[config.mk]
export PLATFORM = sky130hd
export DESIGN_NAME = pipe_ctrl
export DESIGN_NICKNAME = d
export VERILOG_FILES = /design/src/rtl/pipe_ctrl.sv
export SDC_FILE = /design/constraint.sdc
export NUM_CORES = 1
export LEC_CHECK = 0
export CORE_MARGIN = 4
export CORE_UTILIZATION = 55
export CTS_CLUSTER_DIAMETER = 150
export CTS_CLUSTER_SIZE = 10
export DETAILED_ROUTE_END_ITERATION = 8
export PLACE_DENSITY = 0.95
export SLEW_MARGIN = 20
export SYNTH_ARGS = -nofsm -noshare
export SYNTH_HDL_FRONTEND = slang
export SYNTH_SLANG_ARGS = --single-unit
export TNS_END_PERCENT = 100
[constraint.sdc]
create_clock -name clk -period 5.7 [get_ports clk]
set_clock_uncertainty 0.15 [all_clocks]
set_input_delay 0.855 -clock clk [delete_from_list [all_inputs] [get_ports clk]]
set_output_delay 0.855 -clock clk [all_outputs]
set_load 0.005 [all_outputs]
[src/rtl/pipe_ctrl.sv]
// pipe_ctrl: 4-stage pipeline sequencer with stall/flush control, debug run/halt/step FSM and saturating perf counters.
module pipe_ctrl #(
  parameter int FLUSH_CYC = 2,
  parameter int CNT_W     = 16
) (
  input  logic             clk,
  input  logic             reset,
  input  logic             halt_req,
  input  logic             run_req,
  input  logic             step_req,
  input  logic             dhs,
  input  logic             br_dec,
  input  logic             cnt_clr,
  output logic             en_pc,
  output logic             en_if,
  output logic             en_dec,
  output logic             en_ex,
  output logic             bub_dec,
  output logic             flush_if,
  output logic             halted,
  output logic [2:0]       state,
  output logic [CNT_W-1:0] stall_cnt,
  output logic [CNT_W-1:0] flush_cnt
);
  typedef enum logic [2:0] {RUN = 3'd0, STALL = 3'd1, BRANCH = 3'd2, HALT = 3'd3, STEP = 3'd4} state_t;
  localparam logic [2:0] FC_INIT = 3'(FLUSH_CYC - 1);
  localparam bit MULTI = FLUSH_CYC > 1;
  localparam logic [CNT_W-1:0] CMAX = '1;
  state_t state_q, state_d;
  logic [2:0] fcnt_q, fcnt_d;
  logic pend_q, pend_d;
  logic [CNT_W-1:0] stall_q, stall_d, flush_q, flush_d;
  logic dec, stall_p, flush_p, halt_nxt;
  always_comb begin
    dec      = state_q inside {RUN, STALL, STEP};
    stall_p  = reset && dec && dhs;
    flush_p  = reset && (state_q == BRANCH || (dec && !dhs && br_dec));
    en_dec   = reset && state_q != HALT;
    en_ex    = en_dec;
    en_pc    = en_dec && !stall_p;
    en_if    = en_pc;
    bub_dec  = stall_p;
    flush_if = flush_p;
    halted   = state_q == HALT;
    state    = state_q;
    stall_cnt = stall_q;
    flush_cnt = flush_q;
    // a step always returns to HALT after its single decision cycle
    halt_nxt = state_q == STEP || halt_req;
    state_d  = state_q;
    fcnt_d   = fcnt_q;
    pend_d   = pend_q;
    if (state_q == HALT) begin
      state_d = run_req ? RUN : step_req ? STEP : HALT;
    end else if (state_q == BRANCH) begin
      fcnt_d = fcnt_q - 3'd1;
      pend_d = pend_q || halt_req;
      if (fcnt_q == 3'd1) begin
        state_d = (pend_q || halt_req) ? HALT : RUN;
        pend_d  = 1'b0;
      end
    end else if (!dhs && br_dec) begin
      fcnt_d = FC_INIT;
      if (MULTI) begin
        state_d = BRANCH;
        pend_d  = halt_nxt;
      end else begin
        state_d = halt_nxt ? HALT : RUN;
      end
    end else begin
      state_d = halt_nxt ? HALT : dhs ? STALL : RUN;
    end
    stall_d = cnt_clr ? '0 : (stall_p && stall_q != CMAX) ? stall_q + 1'b1 : stall_q;
    flush_d = cnt_clr ? '0 : (flush_p && flush_q != CMAX) ? flush_q + 1'b1 : flush_q;
  end
  always_ff @(posedge clk) begin
    if (!reset) begin
      state_q <= RUN;
      fcnt_q  <= '0;
      pend_q  <= 1'b0;
      stall_q <= '0;
      flush_q <= '0;
    end else begin
      state_q <= state_d;
      fcnt_q  <= fcnt_d;
      pend_q  <= pend_d;
      stall_q <= stall_d;
      flush_q <= flush_d;
    end
  end
endmodule

After elaboration in Yosys (flattened, before gate mapping)

Cells that the tools add are included.

Add/sub/neg operators: 3
Eq/ne operators: 9
Muxes and demuxes: 14
Bitwise logic cells: 2
Reductions and logical operators: 20

Operators by type and width:

| operator                | number |
|---|---|
| $add A16 B1 Y16 const B | 2 |
| $ne A16 B16 Y1 const B  | 2 |
| $mux W3                 | 7 |
| $logic_and A1 B1 Y1     | 10 |
| $eq A3 B1 Y1 const B    | 2 |
| $eq A3 B2 Y1 const B    | 2 |
| $mux W2                 | 3 |
| $ne A3 B2 Y1 const B    | 2 |
| $mux W1                 | 4 |
| $eq A3 B3 Y1 const B    | 1 |
| $logic_not A3 Y1        | 1 |
| $logic_or A1 B1 Y1      | 3 |
| $reduce_bool A3 Y1      | 1 |
| $sub A3 B1 Y3 const B   | 1 |
| $logic_not A1 Y1        | 2 |
| $not A1 Y1              | 2 |
| $reduce_and A2 Y1       | 1 |
| $reduce_bool A2 Y1      | 1 |
| $reduce_or A2 Y1        | 1 |

Flip-flop bits (word level): 39
Bits of input ports: 8
Output and inout bits: 42
Word-level logic and storage cells: 53

Depth between registers and ports, before layout

Depth after elaboration: 7
Mapped depth: 7
Depth with buffers taken out: 6

Worst setup path before layout

OpenSTA, ideal clock, no wires.

Path type: input -> output
Start: input br_dec
End: output flush_if
Data arrival time: 1.694 ns
Required time: 4.695 ns
Path slack: 3.001 ns
Stages: 3
Buffers on the path: 0
Cells stage by stage: nor4b_2 -> o31ai_1 -> inv_1

Word-level cells in the longest chain between the ends: 3

Ends and longest elaborated chain:

| what                | RTL line | RTL |
|---|---|---|
| start, declared     | 12       | `input logic br_dec,` |
| $logic_and A1 B1 Y1 | 37       | `flush_p = reset && (state_q == BRANCH \|\| (dec && !dhs && br_dec));` |
| $logic_or A1 B1 Y1  | 37       |  |
| $logic_and A1 B1 Y1 | 37       |  |
| end, declared       | 19       | `output logic flush_if,` |

No other way between the ends.

Worst setup path in the final report

Start: input dhs
End: output flush_if

Word-level cells in the longest chain between the ends: 5

Ends and longest elaborated chain:

| what                             | RTL line | RTL |
|---|---|---|
| start, declared                  | 11       | `input logic dhs,` |
| $logic_not A1 Y1                 | 37       |  |
| $logic_and A1 B1 Y1 (2 in a row) | 37       |  |
| $logic_or A1 B1 Y1               | 37       |  |
| $logic_and A1 B1 Y1              | 37       |  |

No other way between the ends.

==> results.yml <==
yosys:
  synth.distinct_cells: 48
  yosys.area.top_type: "dfxtp_1"
  syn_nets: 291
  synth_area_per_cell_um2: 8.198
  ys_top_cells_by_area: "dfxtp_1 34%, o31ai_1 5.6%, a21oi_1 4.8%, or4_1 4.6%, nand2_1 4.4%"
  ys_seq_area_share_pct: 34.14
  synthCells: 279
  async_flop_share_pct: 0
  syn_area_um2: 2287
  synth_edf_count: 0
  synth_top_area_share_pct: 34.14
  ys.flop_type: "dfxtp_1"
  yosysWarningCount: 0
  synth-seq-cells: 39
grt:
  grt_max_degree: 26
  busiest_layer: "met2"
  gr-usage-met2_pct: 36.60
  grt_pass1_vias: 2126
  grt.met1_usage_pct: 27.05
  antenna_found_initial: 0
  grt_usage_pct: 21.87
  grt.overflow.total: 0
  met3_usage_pct: 5.125
  grt_pass1_wl_um: 9287
cells_and_area:
  nets: 332
  layout_commonest_cell: "clkdlybuf4s50_1"
  drive_gt1_share_pct: 5.607
  finalNonFillerCells: 371
  multi_input_area_um2: 1400
  nFillCells: 316
  syn_to_final_growth_pct: 26.04
  regArea_um2: 780.7
  num_antenna_cells: 0
  final_cell_mix: "49 x clkdlybuf4s50_1, 39 x dfxtp_1, 27 x nand2_1"
  post-route-cell-area_um2: 2883
sta:
  finalSetupViolCount: 0
  tightest_slew_ns: 0.8600
  fin_crit_ns: 3.939
  holdWs_ns: 0.3418
  tns_ns: 0
  fmaxAchievable_ghz: 0.2539
  hold_violations: 0
  rsz0062_at_grt: "false"
  slew_viol_final: 0
  relSlewSlack_pct: 42.17
  finalCritPeriodShare_pct: 69.11
placed_design:
  io_buffers: 49
  dpl.cell_count: 363
  post-dp-hpwl_um: 3862
  place_congestion: 0.8260
  placed_cell_area_um2: 2770
power:
  internal-power_uw: 439.8
  p_comb_share_pct: 16.4
  pwr-share-clk_pct: 34.3
  power_density_nw_per_um2: 208.2
  p_leak_nw: 0.9222
  pwr-share-seq_pct: 49.3
  p_sw_share_pct: 26.71
  ir_drop_v: 0.0001543
  switchingPower_uw: 160.3
routing:
  drtIter0Drc: 208
  ant_nets: 0
  drc: 0
  vias_per_cell: 6.332
  drt-pass1-iter-count: 4
  wl_per_cell_um: 15.11
  vias: 2349
  drt_wl_total_um: 5606
clocking:
  holdBufCountCts: 0
  insertion_delay_ns: 0.29
  cts.path.max_buffers: 2
  cts_sinks: 39
  cts_setup_buffers: 0
  tritoncts.num_buffers: 5
  cts_tree: "done"
  cts_resized: 0
  clk_pin_slew_worst_paths_ns: 0.07
  cts_root_buf: "clkbuf_8"
  htreeDepth: 2
floorplanning:
  coreArea_um2: 4000
  fp.dieH_um: 72.49
  chipWidth_um: 72.49
  dieArea_um2: 5254
  ios: 50
  rows: 23
  start_util_pct: 57.18
job:
  drv_cap: 0
worst_setup_path:
  required_ns: 4.70
  cp-start-kind: "primary input"
  cp_max_fo: 8
  crit_path_end_kind: "primary output"
  worst-setup-path-type: "primary input to primary output"
  reg2reg_depth: 4
  cp.arrival_ns: 2.93
min_path:
  hold_class: "flip-flop to flip-flop"
  holdPathStages: 2
status:
  status: "finished clean"
[area by class of cell]
class,count,area share [%]
well taps,50,2.170
clock buffers,8,3.472
multi-input cells,213,48.57
repair buffers,50,17.27
flip-flops and latches,39,27.08
inverters,11,1.432
[state kept, by name, indices dropped and copies added (netlist names)]
signal / count
pend_q: 1
flush_cnt: 16
fcnt_q: 3
stall_cnt: 16
state: 3
[synthesized netlist by cell type, types with 5 or more instances]
master    number
nand4_1        6
o41ai_1        6
and3_1         7
nand2_1       27
nand3_1       10
mux2i_1        6
inv_1         11
nor2_1        10
nor2b_1        5
o31ai_1       17
nand2b_1      12
a21oi_1       22
and4_1         5
o311ai_1       6
o21ai_0        8
dfxtp_1       39
clkbuf_1      10
or4_1         14
[kinds of logic after synthesis]
family          after synthesis  synth area share (%)
xor+xnor                      1                0.3830
flops                        39                 34.14
buf+inv                      27                 5.197
fa+ha+maj                     4                 2.188
mux                           6                 2.626
compound gates               80                 23.63
simple gates                122                 31.84
[critical path: stages]
cell and delay, ns:
clkdlybuf4s50_1 0.62, nor4b_2 0.12, o31ai_1 0.77, inv_1 0.09
clkdlybuf4s50_1 0.47
[path summary, 6_finish.rpt]
path | slack [ns] | start | endpoint
setup / recovery | 1.76 | dhs | flush_if
hold / removal | 0.34 | stall_cnt[15] | stall_cnt[15]
setup reg to reg | 3.29 | state[1] | flush_cnt[12]
hold reg to reg | 0.34 | stall_cnt[15] | stall_cnt[15]
[per-stage QoR]
stage,total power [mW],utilization [%],worst slack (ns)
6_report,0.6001,72.07,1.761
5_1_grt,0.6287,72.07,1.594
4_1_cts,0.6016,71.75,1.819
3_5_place_dp,0.3975,69.25,1.818
3_3_place_gp,0.3945,69.25,1.903
2_1_floorplan,0.3653,-,3.001
[power by group through the flow]
stage               combinational [mW]  clock, mW  sequential, mW
floorplan                       0.0709          0           0.294
global placement                0.0924          0           0.302
detailed placement              0.0955          0           0.302
CTS                             0.0971      0.209           0.296
global route                     0.111      0.220           0.297
finish                          0.0983      0.206           0.296
[layer usage]
layer | vias up | routed length (µm)
met1 | 1112 | 2425
met3 | 11 | 312
met2 | 78 | 2772
li1 | 1148 | -
met4 | 0 | 95
met5 | - | 0
Note: power is estimated with default switching activity, not from simulation.
